$ cat src/rtl/hamming_tx_arbiter.sv
// Round-robin arbiter that shares one Hamming(7,4) encoder between two byte sources.
// Ports: clk/rst, req_valid/req_data0/req_data1/req_ready, inject_en/inject_bit, out_* stream.

module hamming_encoder (
  input  logic [3:0] d,
  output logic [6:0] code
);
  assign code = {
    d[3],
    d[2],
    d[1],
    d[1] ^ d[2] ^ d[3],
    d[0],
    d[0] ^ d[2] ^ d[3],
    d[0] ^ d[1] ^ d[3]
  };
endmodule

module hamming_tx_arbiter (
  input  logic       clk,
  input  logic       rst,
  input  logic [1:0] req_valid,
  input  logic [7:0] req_data0,
  input  logic [7:0] req_data1,
  output logic [1:0] req_ready,
  input  logic       inject_en,
  input  logic [2:0] inject_bit,
  output logic       out_valid,
  input  logic       out_ready,
  output logic [6:0] out_code,
  output logic       out_src,
  output logic       out_last
);

  typedef enum logic [1:0] {
    IDLE = 2'd0,
    LO   = 2'd1,
    HI   = 2'd2
  } state_t;

  state_t     state_q;
  state_t     state_d;
  logic       prio_q;
  logic [3:0] hi_q;
  logic [6:0] mask_q;

  logic       accept;
  logic       gnt_src;
  logic [7:0] gnt_data;
  logic [6:0] mask_new;
  logic [3:0] enc_in;
  logic [6:0] enc_out;
  logic       hs;

  logic       valid_d;
  logic [6:0] code_d;
  logic       src_d;
  logic       last_d;

  always_comb begin
    req_ready = 2'b00;
    if (!rst && state_q == IDLE) begin
      unique case (req_valid)
        2'b01:   req_ready = 2'b01;
        2'b10:   req_ready = 2'b10;
        2'b11:   req_ready = prio_q ? 2'b10 : 2'b01;
        default: req_ready = 2'b00;
      endcase
    end
  end

  assign accept   = |req_ready;
  assign gnt_src  = req_ready[1];
  assign gnt_data = gnt_src ? req_data1 : req_data0;
  assign hs       = out_valid && out_ready;

  always_comb begin
    mask_new = '0;
    if (inject_en && inject_bit != 3'd7)
      mask_new = 7'(1) << inject_bit;
  end

  // Low nibble is encoded straight from the granted input at accept;
  // the encoder is then reused for the latched high nibble.
  assign enc_in = (state_q == IDLE) ? gnt_data[3:0] : hi_q;

  hamming_encoder u_enc (
    .d    (enc_in),
    .code (enc_out)
  );

  always_ff @(posedge clk) begin
    if (rst) begin
      state_q   <= IDLE;
      prio_q    <= 1'b0;
      hi_q      <= '0;
      mask_q    <= '0;
      out_valid <= 1'b0;
      out_code  <= '0;
      out_src   <= 1'b0;
      out_last  <= 1'b0;
    end else begin
      state_q   <= state_d;
      out_valid <= valid_d;
      out_code  <= code_d;
      out_src   <= src_d;
      out_last  <= last_d;
      if (accept) begin
        hi_q   <= gnt_data[7:4];
        mask_q <= mask_new;
        prio_q <= ~gnt_src;
      end
    end
  end

  always_comb begin
    state_d = state_q;
    unique case (state_q)
      IDLE:    if (accept) state_d = LO;
      LO:      if (hs) state_d = HI;
      HI:      if (hs) state_d = IDLE;
      default: state_d = IDLE;
    endcase
  end

  always_comb begin
    valid_d = out_valid;
    code_d  = out_code;
    src_d   = out_src;
    last_d  = out_last;
    unique case (state_q)
      IDLE: begin
        if (accept) begin
          valid_d = 1'b1;
          code_d  = enc_out ^ mask_new;
          src_d   = gnt_src;
          last_d  = 1'b0;
        end
      end
      LO: begin
        if (hs) begin
          code_d = enc_out ^ mask_q;
          last_d = 1'b1;
        end
      end
      HI: begin
        if (hs) begin
          valid_d = 1'b0;
          code_d  = '0;
          src_d   = 1'b0;
          last_d  = 1'b0;
        end
      end
      default: begin
        valid_d = 1'b0;
        code_d  = '0;
        src_d   = 1'b0;
        last_d  = 1'b0;
      end
    endcase
  end

endmodule
$ cat config.mk
export PLATFORM = sky130hd
export DESIGN_NAME = hamming_tx_arbiter
export DESIGN_NICKNAME = d
export VERILOG_FILES = /design/src/rtl/hamming_tx_arbiter.sv
export SDC_FILE = /design/constraint.sdc
export NUM_CORES = 1
export LEC_CHECK = 0
export CELL_PAD_IN_SITES_DETAIL_PLACEMENT = 0
export CELL_PAD_IN_SITES_GLOBAL_PLACEMENT = 1
export CORE_ASPECT_RATIO = 0.8
export CORE_MARGIN = 8
export CORE_UTILIZATION = 35
export CTS_CLUSTER_DIAMETER = 30
export DETAILED_ROUTE_END_ITERATION = 16
export DONT_BUFFER_PORTS = 1
export HOLD_SLACK_MARGIN = 0.12
export PLACE_DENSITY_LB_ADDON = 0.1
export SLEW_MARGIN = 20
export SYNTH_ARGS = -nofsm -noshare
export SYNTH_HDL_FRONTEND = slang
export SYNTH_SLANG_ARGS = --single-unit
$ cat constraint.sdc
create_clock -name clk -period 2 [get_ports clk]
set_input_delay 0.1 -clock clk [delete_from_list [all_inputs] [get_ports clk]]
set_output_delay 0.1 -clock clk [all_outputs]
set_load 0.02 [all_outputs]
==> out/summary.txt, run 1 <==
crit path kind -> flip-flop to flip-flop
Final Non-Filler Cells -> 221
clk slew on worst S/H paths -> 80 ps
Pwr Total -> 1.41 mW
die width -> 85.0 µm
fmax -> 522 MHz
critical-path cell list -> or2_1 > or3_1 > or3_1 > a21oi_1
row count -> 20
deepest clock path buffer count -> 2
pin count of the biggest net entering global routing -> 18
Top FF cell, synth -> dfxtp_1
Mapped Cells -> 159
Final setup viols -> 0
internal power -> 0.914 mW
synthesized flop and latch total -> 23
Slew headroom -> 53.4%
Detail Route Antenna Nets -> 0
post-detailed-routing wire length -> 3410 µm
Top cell by count, worst path -> or3_1
status -> finished clean
clock tree from TritonCTS -> yes
area share of fa/ha/maj cells after synthesis -> 0%
Hold WC Path Type -> input pin to flip-flop
post-synth top area cell -> dfxtp_1
mux share of post-synthesis cell area -> 0.751%
Leak -> 0.581 nW
Critical-path top delay cell -> or3_1
Inst Count DP -> 201
DRT Pass-1 Iters -> 4
power share of the clock group -> 20.7%
final critical-path required period -> 1920 ps
core area -> 3730 µm²
ports placed on the boundary -> 37
NetSw -> 0.495 mW
reg2reg start -> out_last
RSZ-0062 raised after global routing -> true
placed instance area -> 1390 µm²
crit-path max FO -> 14
largest family of logic cells by synthesized area -> simple AND/OR/NAND/NOR gates
syn avg cell area -> 8.38 µm²
post-synth top area share -> 34.6%
Overflow after GRT -> 0
post-synth cell types -> 42
Power Density -> 881 nW/µm²
CTS Sinks -> 23
WP buf/inv -> 0
Post-Synth XOR/XNOR Area -> 9.86%
crit path capture type -> flip-flop
hold path start -> req_valid[1]
CP startpoint -> out_last
pins over their slew limit -> 0
crit share post-route -> 95.8%
Crit path required time -> 2190 ps
Final nets -> 203
Seq/Total Area, Yosys -> 34.6%
max-cap violations -> 0
Reg2Reg Setup Slack -> 80 ps
CP Launch Type -> flip-flop
Ys Warns -> 0
Die Footprint -> 6050 µm²
CTS Buf Count -> 3
H-tree Lvls -> 1
largest stage delay on the critical path -> 570 ps
Mapped Nets -> 184
Async SR Flop Fraction -> 0%
number of diodes -> 0
Max VDD drop -> 0.381 mV
fillers -> 394
WL/cell -> 15.4 µm
Die Y -> 71.2 µm
Mapped Area -> 1330 µm²
Initial Utilization -> 35.7%
drt first-iter violations -> 43
Hold Vio Cnt, Final -> 0
Slew @ Worst Pin -> 697 ps
first-pass GRT wire length -> 5930 µm
post-route setup slack -> 84.5 ps
EDFF count, synth -> 0
Worst Path Arrival -> 2110 ps
crit-path leading delay family -> simple AND/OR/NAND/NOR gates
clk_skew -> 3.54 ps
Net Sw Frac -> 35.1%
Area contributors post-synth -> dfxtp_1 (35%), nand2_1 (5.9%), a21oi_1 (5.6%), nor2_1 (5.4%), xnor2_1 (4.6%)
pre-CTS WS -> 146 ps
number of global-route vias before repair -> 1162
Compound-Gate Fraction of Synth Area -> 23.6%
design area -> 1600 µm²
initial antenna violation count -> 0
root buf cell -> clkbuf_8
routed vias/inst -> 5.30
dpl hpwl -> 2580 µm
hold slack final -> 134 ps
setup bufs post-CTS -> 0
post-synthesis simple-gate area fraction -> 27.2%
Final Core Density -> 42.9%
setup TNS -> 0 ps
share of post-route cells with drive strength above 1 -> 12.4%
RD Place Congestion -> 0.749
clock latency on the worst-skew pair -> 260 ps
Area Growth Syn to Fin -> 20.0%
Residual DRC -> 0
via count -> 1171
part of the power in combinational logic -> 36.3%
PortBufs -> 0
Flop pwr share -> 43.1%
Overall Global Routing Usage -> 12.1%
==> cells in the mapped netlist, drive strengths merged, types with 2 or more instances <==
| library cell | number |
|---|---|
| nand3 | 2 |
| or3 | 5 |
| a31o | 2 |
| nor4 | 2 |
| a22o | 3 |
| buf | 7 |
| xor2 | 3 |
| inv | 2 |
| nor3 | 10 |
| o221a | 2 |
| nand2 | 21 |
| nor2b | 2 |
| nor2 | 20 |
| xnor2 | 9 |
| a311o | 2 |
| o21ai | 4 |
| dfxtp | 23 |
| a311oi | 5 |
| a21oi | 15 |
| a22oi | 4 |
| nand2b | 4 |
==> routing by layer <==
| metal | global-route usage, % | up-vias | wire, µm |
|---|---|---|---|
| li1 | - | 610 | - |
| met1 | 16.6 | 534 | 1690 |
| met2 | 17.4 | 23 | 1480 |
| met3 | 4.05 | 4 | 200 |
| met4 | 3.35 | 0 | 33 |
| met5 | 0 | - | 0 |
==> kinds of logic after synthesis <==
group / after synthesis
AO/OA/AOI/OAI: 41
XOR/XNOR: 12
buffers and inverters: 10
flip-flops: 23
multiplexers: 1
AND/OR/NAND/NOR: 72
==> sequential cells by signal, indices dropped and copies added (netlist names) <==
register and cells:
hi_q 4, mask_q 7, out_code 7, out_last 1
out_src 1, out_valid 1, prio_q 1, state_q 1
==> power groups by stage <==
stage	Clock (mW)	Combinational (mW)	Sequential [mW]
final	0.291	0.511	0.607
after global routing	0.328	0.571	0.617
after CTS	0.306	0.515	0.608
after detailed placement	0	0.477	0.620
after global placement	0	0.465	0.618
after floorplan	0	0.404	0.607
==> final timing paths <==
path	endpoint	cells past startpoint
setup / recovery	mask_q[3]	4
hold / removal	prio_q	2
setup reg to reg	mask_q[3]	4
hold reg to reg	mask_q[0]	2
==> placed cells by master (no fill, tap or decap), drive strengths merged <==
| cell type | instances |
|---|---|
| nor3 | 10 |
| o21ai | 4 |
| dfxtp | 23 |
| o21a | 1 |
| buf | 6 |
| and3 | 1 |
| a211o | 1 |
| a31o | 2 |
| xor2 | 3 |
| inv | 2 |
| nor4 | 2 |
| o31ai | 1 |
| a311o | 2 |
| clkbuf | 4 |
| mux2i | 1 |
| or3 | 5 |
| a22oi | 4 |
| nand4 | 1 |
| and2 | 1 |
| o221a | 2 |
| a22o | 3 |
| o211a | 1 |
| or2 | 1 |
| nand3b | 1 |
| nand2b | 4 |
| a311oi | 5 |
| nand3 | 2 |
| nor2b | 2 |
| xnor2 | 9 |
| dlygate4sd3 | 16 |
| nand2 | 21 |
| nor3b | 1 |
| a21oi | 15 |
| nor2 | 20 |
==> final cells by class <==
cell class                 count  area, µm²  share of cell area (%)
tap                           44       55.1                    3.44
timing repair buffer          22        205                    12.8
inverter                       2       10.0                   0.626
clock buffer                   4       45.0                    2.82
sequential                    23        460                    28.8
multi-input combinational    126        823                    51.5
==> repair_timing <==
item | 4_1_cts | 5_1_grt
hold buffers | 16 | 0
endpoints found under the setup margin | 0 | 1
hold endpoints to repair | 21 | 0
resized for setup | 0 | 1
No activity file was read; power rests on OpenSTA's default activity.
==> inputs of run 2 (changes only) <==
- MAX_ROUTING_LAYER: unset -> met4
- clock period: 2 -> 2.15 ns (I/O delays scaled with it)
==> run 2 against run 1 <==
Effect of this change:
- die area did not move
- final cell count fell by 2.3%
- fmax fell by 2.0%
- total power fell by 7.4%
- core utilization fell by 0.94 points
- combinational power fell by 12%
- hold slack got worse by 5.3 ps
- sequential power fell by 4.9%
- setup slack improved by 110 ps
- count of clock-buffer cells in the layout did not move
- largest power group unchanged
==> out/summary.txt, run 2 (synthesis results as in run 1) <==
crit-path max FO -> 14 (unchanged)
Area Growth Syn to Fin -> 17.4%
number of diodes -> 0 (unchanged)
deepest clock path buffer count -> 2 (unchanged)
H-tree Lvls -> 1 (unchanged)
Die Y -> 71.2 µm (unchanged)
Reg2Reg Setup Slack -> 190 ps (+110 ps)
critical-path cell list -> or2_1 > or3_4 > o21ai_0 > dlygate4sd3_1
PortBufs -> 0 (unchanged)
crit-path leading delay family -> simple AND/OR/NAND/NOR gates
Initial Utilization -> 35.7% (unchanged)
most frequent cells in the layout -> dfxtp_1 (23), nand2_1 (21), nor2_1 (19), a21oi_1 (15), dlygate4sd3_1 (15)
status -> finished clean
design area -> 1560 µm² (-2.2%)
pins over their slew limit -> 0 (unchanged)
via count -> 1169 (-0.17%)
CP Launch Type -> flip-flop
clk slew on worst S/H paths -> 80 ps (about the same)
largest stage delay on the critical path -> 550 ps (-20 ps)
Detail Route Antenna Nets -> 0 (unchanged)
dpl hpwl -> 2600 µm (+0.82%)
hold path start -> req_valid[1]
DRT Pass-1 Iters -> 4 (unchanged)
post-detailed-routing wire length -> 3510 µm (+3.1%)
Critical-path top delay cell -> dlygate4sd3_1
fillers -> 376 (-4.6%)
initial antenna violation count -> 0 (unchanged)
ports placed on the boundary -> 37 (unchanged)
WP buf/inv -> 1 (+1)
Die Footprint -> 6050 µm² (unchanged)
CP startpoint -> state_q[0]
Final setup viols -> 0 (unchanged)
Residual DRC -> 0 (unchanged)
CTS Buf Count -> 3 (unchanged)
Leak -> 0.557 nW (-4.1%)
CTS Sinks -> 23 (unchanged)
number of global-route vias before repair -> 1216 (+4.6%)
clock tree from TritonCTS -> yes
reg2reg start -> state_q[0]
Max VDD drop -> 0.282 mV (-26%)
Worst Path Arrival -> 2170 ps (+60 ps)
Overall Global Routing Usage -> 13.0% (+0.91 points)
Hold WC Path Type -> input pin to flip-flop
setup bufs post-CTS -> 0 (unchanged)
Slew @ Worst Pin -> 717 ps (+20.2 ps)
Overflow after GRT -> 0 (unchanged)
Slew headroom -> 52.0% (-1.4 points)
post-route setup slack -> 195 ps (+110 ps)
pre-CTS WS -> 187 ps (+40.6 ps)
crit path capture type -> flip-flop
RD Place Congestion -> 0.795 (+6.2%)
max-cap violations -> 0 (unchanged)
row count -> 20 (unchanged)
Crit path required time -> 2360 ps (+170 ps)
WL/cell -> 16.2 µm (+5.4%)
Pwr Total -> 1.30 mW (-7.4%)
Final Non-Filler Cells -> 216 (-2.3%)
RSZ-0062 raised after global routing -> false
die width -> 85.0 µm (unchanged)
commonest non-fill, non-tap cell in the layout -> dfxtp_1
core area -> 3730 µm² (unchanged)
final critical-path required period -> 1960 ps (+39.7 ps)
crit path kind -> flip-flop to flip-flop
clock latency on the worst-skew pair -> 270 ps (about the same)
pin count of the biggest net entering global routing -> 18 (unchanged)
Inst Count DP -> 197 (-2.0%)
setup TNS -> 0 ps (unchanged)
routed vias/inst -> 5.41 (+2.1%)
register cell area after layout -> 460 µm² (unchanged)
drt first-iter violations -> 33 (-23%)
share of post-route cells with drive strength above 1 -> 11.0% (-1.4 points)
Largest regs -> mask_q: 7 flops, out_code: 7 flops, hi_q: 4 flops
fmax -> 511 MHz (-2.0%)
first-pass GRT wire length -> 6180 µm (+4.2%)
root buf cell -> clkbuf_8
Hold Vio Cnt, Final -> 0 (unchanged)
clk_skew -> 3.16 ps (-0.374 ps)
placed instance area -> 1360 µm² (-2.2%)
Multi-input gate area -> 828 µm² (+0.61%)
Power Density -> 834 nW/µm² (-5.3%)
Final nets -> 198 (-2.5%)
crit share post-route -> 90.9% (-4.8 points)
==> run 2: cell count changes in the layout (fill, tap and decap cells not counted) <==
cell,change
or3_1,-1
buf_4,-4
or3_4,+1
dlygate4sd3_1,-1
==> run 2: final timing paths <==
check,end,depth (start not counted)
setup / recovery,state_q[0],4
hold / removal,prio_q,2
setup reg to reg,state_q[0],4
hold reg to reg,mask_q[0],2
==> run 2: final cells by class <==
type,instances,area share [%]
clock buffer,4,2.88
multi-input combinational,126,53.0
sequential,23,29.4
timing repair buffer,17,10.6
tap,44,3.52
inverter,2,0.640
==> run 2: per-layer routing <==
| layer | vias to the layer above | track usage [%] | wire length (µm) |
|---|---|---|---|
| met2 | 28 | 19.8 | 1570 |
| met3 | 2 | 4.17 | 228 |
| met4 | 0 | 3.74 | 23 |
| li1 | 599 | - | - |
| met1 | 540 | 16.0 | 1690 |
| met5 | - | - | 0 |
==> run 2: power by group <==
group | total [mW] | switching [mW] | internal [mW] | leakage [nW]
Clock | 0.276 | 0.144 | 0.132 | 0.0228
Combinational | 0.451 | 0.226 | 0.225 | 0.346
Sequential | 0.577 | 0.0955 | 0.481 | 0.188
==> run 2: timing repair <==
action,4_1_cts,5_1_grt
endpoints found under the hold margin,21,0
endpoints found under the setup margin,0,2
gates resized for setup,0,2
hold buffers,15,0
==> run 2: metrics by stage <==
stage	util [%]	hold slack [ps]
final	41.9	129
after global routing	41.9	128
after CTS	41.7	124
after detailed placement	36.4	183
after global placement	36.4	181
after floorplan	-	266
